### config.mk
export PLATFORM = sky130hd
export DESIGN_NAME = bw_mult_pipe
export DESIGN_NICKNAME = d
export VERILOG_FILES = /design/src/rtl/bw_mult_pkg.sv /design/src/rtl/bw_csa_row.sv /design/src/rtl/bw_mult_pipe.sv
export SDC_FILE = /design/constraint.sdc
export NUM_CORES = 1
export LEC_CHECK = 0
export ABC_AREA = 1
export CORE_MARGIN = 2
export CORE_UTILIZATION = 45
export DETAILED_ROUTE_END_ITERATION = 7
export SETUP_SLACK_MARGIN = 0.4
export SYNTH_ARGS = -nofsm -noshare
export SYNTH_HDL_FRONTEND = slang
export SYNTH_SLANG_ARGS = --single-unit
### constraint.sdc
create_clock -name clk -period 5.9 [get_ports clk]
set_input_delay 1.18 -clock clk [delete_from_list [all_inputs] [get_ports clk]]
set_output_delay 1.18 -clock clk [all_outputs]
set_load 0.02 [all_outputs]
### src/rtl/bw_mult_pkg.sv
// Shared helpers for the pipelined Baugh-Wooley multiplier: partial-product row
// generation, constant-correction mask and the split of rows across pipeline stages.
package bw_mult_pkg;

    localparam int MAXW = 32;
    localparam int MAXP = 2 * MAXW;

    // First partial-product row handled by stage s. Rows are spread evenly so no
    // stage is empty and none holds more than ceil(width/stages) rows.
    function automatic int stage_first_row(input int s, input int width, input int stages);
        return (s * width) / stages;
    endfunction

    // Row `row` of the array, already shifted into its product columns.
    function automatic logic [MAXP-1:0] bw_pp_row(
        input logic [MAXW-1:0] x,
        input logic            y_bit,
        input int              row,
        input logic            tc,
        input int              width
    );
        logic [MAXP-1:0] v;
        v = '0;
        for (int j = 0; j < MAXW; j++) begin
            if (j < width) begin
                v[row + j] = (x[j] & y_bit) ^ (tc & ((row == width - 1) != (j == width - 1)));
            end
        end
        return v;
    endfunction

    function automatic logic [MAXP-1:0] bw_const_mask(input logic tc, input int width);
        logic [MAXP-1:0] v;
        v = '0;
        if (tc) begin
            v[width]         = 1'b1;
            v[2 * width - 1] = 1'b1;
        end
        return v;
    endfunction

endpackage

### src/rtl/bw_csa_row.sv
// One carry-save row: folds a partial-product row into the running sum/carry pair.
module bw_csa_row #(
    parameter int N = 16
) (
    input  logic [N-1:0] i_sum,
    input  logic [N-1:0] i_carry,
    input  logic [N-1:0] i_pp,
    output logic [N-1:0] o_sum,
    output logic [N-1:0] o_carry
);

    assign o_sum = i_sum ^ i_carry ^ i_pp;

    // Carry out of the top column is discarded: the product is taken modulo 2^N.
    assign o_carry = {(i_sum[N-2:0] & i_carry[N-2:0])
                    | (i_sum[N-2:0] & i_pp[N-2:0])
                    | (i_carry[N-2:0] & i_pp[N-2:0]), 1'b0};

endmodule

### src/rtl/bw_mult_pipe.sv
// Pipelined signed/unsigned Baugh-Wooley multiplier with valid/ready handshake.
// Every stage advances together; bubbles travel as invalid slices so latency is fixed.
module bw_mult_pipe
    import bw_mult_pkg::*;
#(
    parameter int WIDTH  = 8,
    parameter int STAGES = 4
) (
    input  logic               clk,
    input  logic               rst,
    input  logic               in_valid,
    output logic               in_ready,
    input  logic [WIDTH-1:0]   x,
    input  logic [WIDTH-1:0]   y,
    input  logic               tc_in,
    output logic               out_valid,
    input  logic               out_ready,
    output logic [2*WIDTH-1:0] p,
    output logic               tc_out
);

    localparam int PW = 2 * WIDTH;

    logic w_adv;

    assign w_adv    = ~out_valid | out_ready;
    assign in_ready = w_adv;

    for (genvar s = 0; s < STAGES; s++) begin : g_stg
        localparam int LO = stage_first_row(s, WIDTH, STAGES);
        localparam int HI = stage_first_row(s + 1, WIDTH, STAGES);

        logic [PW-1:0]     w_sum_in;
        logic [PW-1:0]     w_carry_in;
        logic [WIDTH-1:0]  w_x;
        logic [WIDTH-1:LO] w_y;
        logic              w_tc;
        logic              w_vld;
        logic [PW-1:0]     w_sum_out;
        logic [PW-1:0]     w_carry_out;

        if (s == 0) begin : g_src
            // Correction constants enter as the initial running sum.
            assign w_sum_in   = PW'(bw_const_mask(tc_in, WIDTH));
            assign w_carry_in = '0;
            assign w_x        = x;
            assign w_y        = y;
            assign w_tc       = tc_in;
            assign w_vld      = in_valid;
        end else begin : g_src
            assign w_sum_in   = g_stg[s-1].g_reg.r_sum;
            assign w_carry_in = g_stg[s-1].g_reg.r_carry;
            assign w_x        = g_stg[s-1].g_reg.r_x;
            assign w_y        = g_stg[s-1].g_reg.r_y;
            assign w_tc       = g_stg[s-1].g_reg.r_tc;
            assign w_vld      = g_stg[s-1].g_reg.r_vld;
        end

        for (genvar r = LO; r < HI; r++) begin : g_row
            logic [PW-1:0] w_sum_i;
            logic [PW-1:0] w_carry_i;
            logic [PW-1:0] w_pp;
            logic [PW-1:0] w_sum_o;
            logic [PW-1:0] w_carry_o;

            if (r == LO) begin : g_first
                assign w_sum_i   = w_sum_in;
                assign w_carry_i = w_carry_in;
            end else begin : g_next
                assign w_sum_i   = g_row[r-1].w_sum_o;
                assign w_carry_i = g_row[r-1].w_carry_o;
            end

            assign w_pp = PW'(bw_pp_row(MAXW'(w_x), w_y[r], r, w_tc, WIDTH));

            bw_csa_row #(
                .N(PW)
            ) u_csa (
                .i_sum   (w_sum_i),
                .i_carry (w_carry_i),
                .i_pp    (w_pp),
                .o_sum   (w_sum_o),
                .o_carry (w_carry_o)
            );
        end

        assign w_sum_out   = g_row[HI-1].w_sum_o;
        assign w_carry_out = g_row[HI-1].w_carry_o;

        if (s < STAGES - 1) begin : g_reg
            logic [PW-1:0]     r_sum;
            logic [PW-1:0]     r_carry;
            logic [WIDTH-1:0]  r_x;
            logic [WIDTH-1:HI] r_y;
            logic              r_tc;
            logic              r_vld;

            // Only the multiplier bits still to be consumed travel onward.
            always_ff @(posedge clk) begin
                if (rst) begin
                    r_sum   <= '0;
                    r_carry <= '0;
                    r_x     <= '0;
                    r_y     <= '0;
                    r_tc    <= 1'b0;
                    r_vld   <= 1'b0;
                end else if (w_adv) begin
                    r_sum   <= w_sum_out;
                    r_carry <= w_carry_out;
                    r_x     <= w_x;
                    r_y     <= w_y[WIDTH-1:HI];
                    r_tc    <= w_tc;
                    r_vld   <= w_vld;
                end
            end
        end else begin : g_out
            always_ff @(posedge clk) begin
                if (rst) begin
                    out_valid <= 1'b0;
                    p         <= '0;
                    tc_out    <= 1'b0;
                end else if (w_adv) begin
                    out_valid <= w_vld;
                    if (w_vld) begin
                        p      <= w_sum_out + w_carry_out;
                        tc_out <= w_tc;
                    end
                end
            end
        end
    end

endmodule

# After elaboration in Yosys (flattened, before gate mapping)
# Cells that the tools add are included.
[word_totals]
inputBits = 21
elab_cells = 155
regBits = 153
[classes]
n_mux = 1
n_bitwise = 131
reduce_logical = 1
addsub = 1
[ops]
columns = ["cell", "count"]
rows = [
  ["15-bit bitwise OR", 14],
  ["15-bit AND", 8],
  ["16-bit bitwise XOR", 6],
  ["1-bit AND", 64],
  ["15-bit by 10-bit AND with 15-bit output", 3],
  ["16-bit by 10-bit bitwise XOR with 16-bit output", 2],
  ["15-bit by 11-bit AND with 15-bit output", 2],
  ["15-bit by 12-bit AND with 15-bit output", 2],
  ["15-bit by 13-bit AND with 15-bit output", 2],
  ["15-bit by 14-bit AND with 15-bit output", 2],
  ["16-bit adder", 1],
  ["16-bit by 11-bit bitwise XOR with 16-bit output", 1],
  ["16-bit by 12-bit bitwise XOR with 16-bit output", 1],
  ["16-bit by 13-bit bitwise XOR with 16-bit output", 1],
  ["16-bit by 14-bit bitwise XOR with 16-bit output", 1],
  ["16-bit by 15-bit bitwise XOR with 16-bit output", 1],
  ["16-bit by 8-bit bitwise XOR with 16-bit output", 1],
  ["16-bit by 9-bit bitwise XOR with 16-bit output", 1],
  ["15-bit by 9-bit AND with 15-bit output", 1],
  ["1-bit bitwise XOR", 14],
  ["10-bit by 9-bit AND with 10-bit output", 1],
  ["9-bit by 8-bit AND with 9-bit output", 1],
  ["2-bit AND reduction", 1],
  ["1-bit two-way mux", 1],
  ["other kinds (2)", 2],
]

# Depth between registers and ports, before layout
# Gate-level depths: netlist of run 1.
[depth]
ltp_word = 9
depth_mapped = 16
depth_no_buf = 15

# Modules after synthesis
# A second synthesis of run 1 with hierarchy kept.
[hier_totals]
hier_cells = 1214
area_unflattened_um2 = 9704.3
[modules_own_cells]
columns = ["mod", "cells_per_inst", "n_inst", "area_per_inst_um2", "seq_area_each_um2"]
rows = [
  ["bw_mult_pipe", 1006, 1, 6931.6, 3123.0],
  ["bw_csa_row", 26, 8, 346.6, 0.0],
]

# Worst setup path after synthesis of run 1
# Ideal clock, no wire load.
[synth_timing]
path_kind = "input port to output port"
start = "in out_ready"
end = "out in_ready"
path_slack_ns = 3.154
cell_stages = 3
t_arrival_ns = 1.566
path_cell_list = "nor2_4 inv_2 buf_2"
[synth_via]
elab_chain_cells = 1
[synth_rtl]
columns = ["item", "line", "text"]
rows = [
  ["start: declaration", "bw_mult_pipe.sv:17", "input logic out_ready,"],
  ["1-bit bitwise OR", "bw_mult_pipe.sv:26", "assign w_adv = ~out_valid | out_ready;"],
  ["end: declaration", "bw_mult_pipe.sv:12", "output logic in_ready,"],
]
# Every way passes these cells.

# Worst setup path after layout of run 1
# Ends and elaborated chain as after synthesis.

==> summary.txt, run 1 <==
Setup path
  – Worst path cell trace: clkdlybuf4s50_1 > nor2_4 > inv_2 > clkdlybuf4s50_1
  – Worst path max stage delay: 0.59 ns
  – CP delay by family, top: buffers and inverters
  – Critical Path RT: 4.72 ns
  – Crit path kind: in2out
  – Slowest cell on crit path: clkdlybuf4s50_1
  – Worst Path Max Fanout: 2
  – CP Launch Type: input port
  – Worst Path Buf+Inv: 3
  – Setup crit end kind: primary output
  – Cell mode on critical path: clkdlybuf4s50_1
  – Worst EP arrival: 2.40 ns

Clock tree
  – Clk sinks: 117
  – CTS tree: built
  – Post-CTS Setup Inserts: 0
  – Post-cts sizing count: 0
  – Clock latency on the worst-skew pair: 0.41 ns
  – H-Tree Depth: 4
  – Root Buffer: clkbuf_16
  – Clk buf depth: 2
  – Total CTS buffers: 17
  – Hold bufs inserted after CTS: 0
  – CTS clk-pin slew, worst paths: 0.05 ns

STA
  – Slew headroom: 33.73%
  – Final hold slack: roughly 0.46 ns
  – Final-report hold violation count: 0
  – Max Freq: 279.3 MHz
  – RSZ-0062 raised after global routing: no
  – Clk_skew: roughly 0.0048 ns
  – Setup violations, final: 0
  – Tmin final: 3.581 ns
  – Fin Setup TNS: 0 ns
  – Pins Over Slew Limit: 0
  – Tightest Pin Transition: 0.9940 ns
  – Final period utilization: 60.69%

Cells and area
  – Final #Nets: between 800 and 900
  – Most frequent cells in the layout: nor2_1 (205), dfxtp_1 (117), o21ai_0 (109)
  – Area occupied by multi-input gates: 3107 sq um
  – Area Overhead vs Synth: 16.22%
  – Register Area: 2342 sq um
  – Fraction of layout cells with a size suffix above 1: 4.167%
  – # fillers: roughly 1300
  – Commonest non-fill, non-tap cell in the layout: nor2_1
  – Ant. Diodes: 0

Yosys
  – Number of synthesis warnings: 0
  – Async set or reset register ratio after synthesis: 0%
  – Mapped Cells: ~770
  – Number of distinct library cells after synthesis: 22
  – Post-synth EDFFs: 0
  – Syn avg cell area: 7.813 sq um
  – #FFs+latches synth: 117
  – Seq/Total Area, Yosys: between 30% and 40%
  – Synth Cell Area: about 6000 sq um
  – Most common flop cell mapped by yosys: dfxtp_1
  – Syn_nets: between 800 and 900

Routing
  – Vias per inst: 4.705
  – Wl on met1: about 5.4 mm
  – Met3 routed WL: 419 microns
  – Met2 wire len: 5.377 mm
  – DRT antenna net count: 0
  – DR vias: 4554
  – DR WL/cell: 11.84 microns
  – DRT Pass-1 Iters: 4
  – Residual DRC: 0
  – Initial DRC Count: 325
  – Final WL: 11.46 mm
  – Max Used Layer: met4

Global route
  – First-pass GRT wire length: 20.20 mm
  – Largest net degree at the start of global routing: roughly 100
  – Grt ovf: 0
  – Total Routing Usage GR: between 10% and 20%
  – Vias in the first global route: about 4400
  – Initial antenna violation count: 0

Flow run
  – Max-Cap Viols: 0

Place
  – RePlAce Congestion: 0.7242
  – Port Buf Inserts: 39
  – Post-DP HPWL: 7.742 mm

Power and ir drop
  – Overall Power: 2037 uW
  – Static Leakage: 0.003743 uW
  – Power per cell area: 292.8 nW/um^2
  – Peak supply drop: 0.1611 mV

Floorplanning
  – Num ports: 40
  – Width of the die: 119.3 microns
  – Initial core utilization: 45.55%
  – Core footprint: 13140 sq um
  – Placement row count: 42
  – Die height: 119.3 microns
  – DIE AREA: 14240 sq um

Worst hold path
  – Min-delay worst type: reg2reg

Status
  – Outcome: finished clean
[worst paths after layout]
kind | cells past startpoint | end | from | slack, ns
setup / recovery | 4 | in_ready | out_ready | 2.32
hold reg to reg | 2 | g_stg[0].g_reg.r_sum[0] | g_stg[0].g_reg.r_sum[0] | 0.46
hold / removal | 2 | g_stg[0].g_reg.r_sum[0] | g_stg[0].g_reg.r_sum[0] | 0.46
setup reg to reg | 12 | p[14] | g_stg[2].g_reg.r_y[6] | 2.99
[area by class of cell]
type	instances	share of cell area [%]
inverter	85	4.587
multi-input combinational	518	44.67
timing repair buffer	42	5.936
tap	176	3.166
sequential	117	33.68
clock buffer	26	7.321
clock inverter	4	0.6476
[flip-flops by register name, indices dropped and copies added, names as in the netlist]
signal,cells
g_stg.g_reg.r_sum,33
g_stg.g_reg.r_carry,24
g_stg.g_reg.r_x,24
p,16
g_stg.g_reg.r_y,12
g_stg.g_reg.r_tc,3
g_stg.g_reg.r_vld,3
out_valid,1
tc_out,1
[where the power goes]
part           internal [uW]  switching [uW]  leakage, uW
logic                   85.7             110      0.00251
registers                842            40.5     0.000959
clock network            627             333     0.000276
[cell usage after synthesis, types with 2 or more instances]
cell,count,share of area (%)
ha_1,21,4.4
clkbuf_2,8,0.67
nand2_1,85,5.3
xor2_1,13,1.9
o21ai_0,109,9.1
buf_4,3,0.38
nand3_1,13,1.1
buf_2,18,1.5
a21oi_1,19,1.6
nand4_1,2,0.21
clkbuf_1,17,1.1
inv_1,84,5.3
xnor2_1,3,0.44
fa_1,43,14
nor2_1,205,13
dfxtp_1,117,39
[worst reg2reg max path: cells and delay by family, from the launching register on]
kind	cells	cell delay, ns
adders and majority gates	4	1.63
DFF	1	0.54
and+or+nand+nor	6	0.55
buffers and inverters	2	0.12
[kinds of logic (layout without fill, tap and decap cells)]
kind of cell,Yosys count,count (layout),share of synthesized area (%)
flops,117,117,39.14
simple gates,308,308,19.88
compound gates,130,130,10.91
xor+xnor,16,16,2.342
buf+inv,131,157,8.948
fa+ha+maj,64,64,18.77
[metrics by stage]
step / instance area (sq um) / util (%) / std cells / setup WS (ns)
2_1_floorplan: 5984 / - / 766 / 3.154
3_3_place_gp: 6401 / 48.72 / 938 / 2.311
3_5_place_dp: 6401 / 48.72 / 938 / 2.275
4_1_cts: 6955 / 52.94 / 968 / 2.304
5_1_grt: 6955 / 52.94 / 968 / 2.286
6_report: 6955 / 52.94 / 968 / 2.319
[metal layers]
metal / up-vias / global-route usage, %
met5: - / 0
li1: 2394 / -
met1: 2073 / 21.70
met2: 66 / 29.49
met3: 21 / 4.406
met4: 0 / 8.382
(Power assumes the default switching activity.)
==> run 2, diff against run 1 <==
==> constraint.sdc (replaced) <==
create_clock -name clk -period 3.6 [get_ports clk]
set_input_delay 0.72 -clock clk [delete_from_list [all_inputs] [get_ports clk]]
set_output_delay 0.72 -clock clk [all_outputs]
set_load 0.02 [all_outputs]
==> run 2 against run 1 <==
Net effect: critical path depth rose by 8; wire length rose by 1.6%; clock skew rose by 0.0025 ns; utilization rose by 1.1 points; hold slack improved by 0.0048 ns; clock power rose by 99%; sequential cell count did not move; global-route usage rose by 0.17 points; power rose by 81%; largest cell class unchanged; non-clock buffer count rose by 2; final area rose by 2.1%; final cell count rose by 0.41%.
==> summary.txt, run 2 (same netlist as run 1, synthesis figures left out) <==
Setup path
  – Critical path startpoint: g_stg[2].g_reg.r_y[6]
  – Worst path cell trace: nand2_1 > inv_1 > fa_1 > fa_1 > ha_1 > fa_1 > nand4_1 > nand3_1 > nand2_1 > nand3_1 > nand2_1 > inv_1
  – Critical Path RT: between 3 and 4 ns
  – Worst path max stage delay: approximately 0.49 ns
  – Setup crit end kind: flip-flop
  – RR Startpoint: g_stg[2].g_reg.r_y[6]
  – Reg2reg setup slack: between 0.7 and 0.8 ns
  – Slowest cell on crit path: dfxtp_1
  – Crit path kind: reg2reg
  – Last element of the critical path: p[14]
  – Worst EP arrival: 3.12 ns
  – CP Launch Type: flip-flop
  – Worst reg2reg endpoint: p[14]
  – R2R cell count: 12
  – Worst Path Max Fanout: 9

Global route
  – Largest net degree at the start of global routing: 102
  – Total Routing Usage GR: 17.93%
  – Grt ovf: 0
  – Initial antenna violation count: 0
  – First-pass GRT wire length: roughly 21 mm
  – Vias in the first global route: 4638

Clock tree
  – Clock latency on the worst-skew pair: 0.42 ns
  – Post-CTS Setup Inserts: 0
  – Total CTS buffers: 17
  – Hold bufs inserted after CTS: 0
  – Clk buf depth: 2
  – CTS tree: built
  – Root Buffer: clkbuf_16
  – CTS clk-pin slew, worst paths: 0.06 ns
  – Post-cts sizing count: 0
  – Clk sinks: 117
  – H-Tree Depth: 4

Routing
  – DR WL/cell: ~12 microns
  – DR vias: about 4600
  – DRT antenna net count: 0
  – Final WL: between 10 and 15 mm
  – Vias per inst: around 4.7
  – Initial DRC Count: 324
  – Residual DRC: 0
  – DRT Pass-1 Iters: 4

STA
  – Clk_skew: just over 0.007 ns
  – RSZ-0062 raised after global routing: no
  – Tightest Pin Transition: slightly below 1 ns
  – Setup violations, final: 0
  – Final-report hold violation count: 0
  – Pins Over Slew Limit: 0
  – Tmin final: 2.813 ns
  – Final period utilization: between 70% and 80%
  – Final hold slack: 0.4629 ns
  – Slew headroom: 34.09%
  – Fin Setup TNS: 0 ns
  – Max Freq: 355.5 MHz

Status
  – Outcome: finished clean

Floorplanning
  – Placement row count: 42
  – Width of the die: 119.3 microns
  – Core footprint: between 10000 and 15000 sq um
  – Num ports: 40
  – Die height: 119.3 microns
  – DIE AREA: about 14000 sq um
  – Initial core utilization: 45.55%

Place
  – RePlAce Congestion: 0.7596
  – Placed Instance Area: around 6400 sq um
  – Port Buf Inserts: 39
  – Post-DP HPWL: 7.906 mm

Cells and area
  – Area Overhead vs Synth: 18.63%
  – Most flop-heavy register: g_stg.g_reg.r_sum
  – Most frequent cells in the layout: nor2_1 (205), dfxtp_1 (117), o21ai_0 (109)
  – Commonest non-fill, non-tap cell in the layout: nor2_1
  – Biggest regs: g_stg.g_reg.r_sum (33), g_stg.g_reg.r_carry (24), g_stg.g_reg.r_x (24)
  – Finished Cell Area: a little over 7000 sq um
  – Ant. Diodes: 0
  – Flip-flop count of the largest register after layout: 33
  – Final #Nets: 868
  – Fraction of layout cells with a size suffix above 1: roughly 5%
  – # fillers: around 1300
  – Final core occ: 54.04%

Worst hold path
  – Min-delay worst type: reg2reg
  – Hold Crit Start: g_stg[0].g_reg.r_sum[0]

Power and ir drop
  – Static Leakage: around 0.0038 uW
  – Power per cell area: 518.4 nW/um^2
  – Overall Power: roughly 3700 uW
  – Peak supply drop: 0.2877 mV

Flow run
  – Max-Cap Viols: 0
-- run 2: layer usage --
metal | global-route usage, % | part of all wire [%] | vias to the layer above
li1 | - | - | 2391
met1 | 21.85 | 48 | 2133
met2 | 30.14 | 47 | 65
met3 | 5.029 | 3.1 | 14
met4 | 6.912 | 1.3 | 0
met5 | 0 | 0 | -
-- run 2: how the worst min path moves through the flow --
stage | endpoint | depth (start not counted)
after floorplan | g_stg[0].g_reg.r_sum[0] | 2
after global placement | g_stg[0].g_reg.r_sum[0] | 2
after detailed placement | g_stg[0].g_reg.r_sum[0] | 2
after CTS | g_stg[0].g_reg.r_sum[0] | 2
after global routing | g_stg[1].g_reg.r_sum[1] | 2
final | g_stg[0].g_reg.r_sum[0] | 2
-- run 2: worst max-delay path: cells and delay by family, from the launching register on --
kind / cells / cell delay, ns
adders and majority gates: 4 / 1.59
and+or+nand+nor: 6 / 0.50
buffers and inverters: 2 / 0.11
DFF: 1 / 0.49
-- run 2: report_power, final --
group | leakage (uW) | switching, uW | total, uW | internal, uW
sequential | 0.000959 | 67.7 | 1450 | 1380
clock | 0.000322 | 601 | 1910 | 1310
combinational | 0.00252 | 181 | 324 | 143
total | 0.00380 | 850 | 3680 | 2830
-- run 2: final cells by class --
type / count / area, sq um / share of cell area [%]
tap: 176 / 220.2 / 3.102
multi-input combinational: 518 / 3107 / 43.76
clock inverter: 14 / 231.5 / 3.260
timing repair buffer: 44 / 440.4 / 6.204
sequential: 117 / 2342 / 32.99
clock buffer: 18 / 439.2 / 6.186
inverter: 85 / 319.1 / 4.494
-- run 2: through the flow --
stage                     setup WS (ns)  std cells
final                            0.7874        972
after global placement           0.8758        940
after detailed placement         0.8059        940
after CTS                        0.7925        972
after global routing             0.6024        972
after floorplan                  0.8992        766
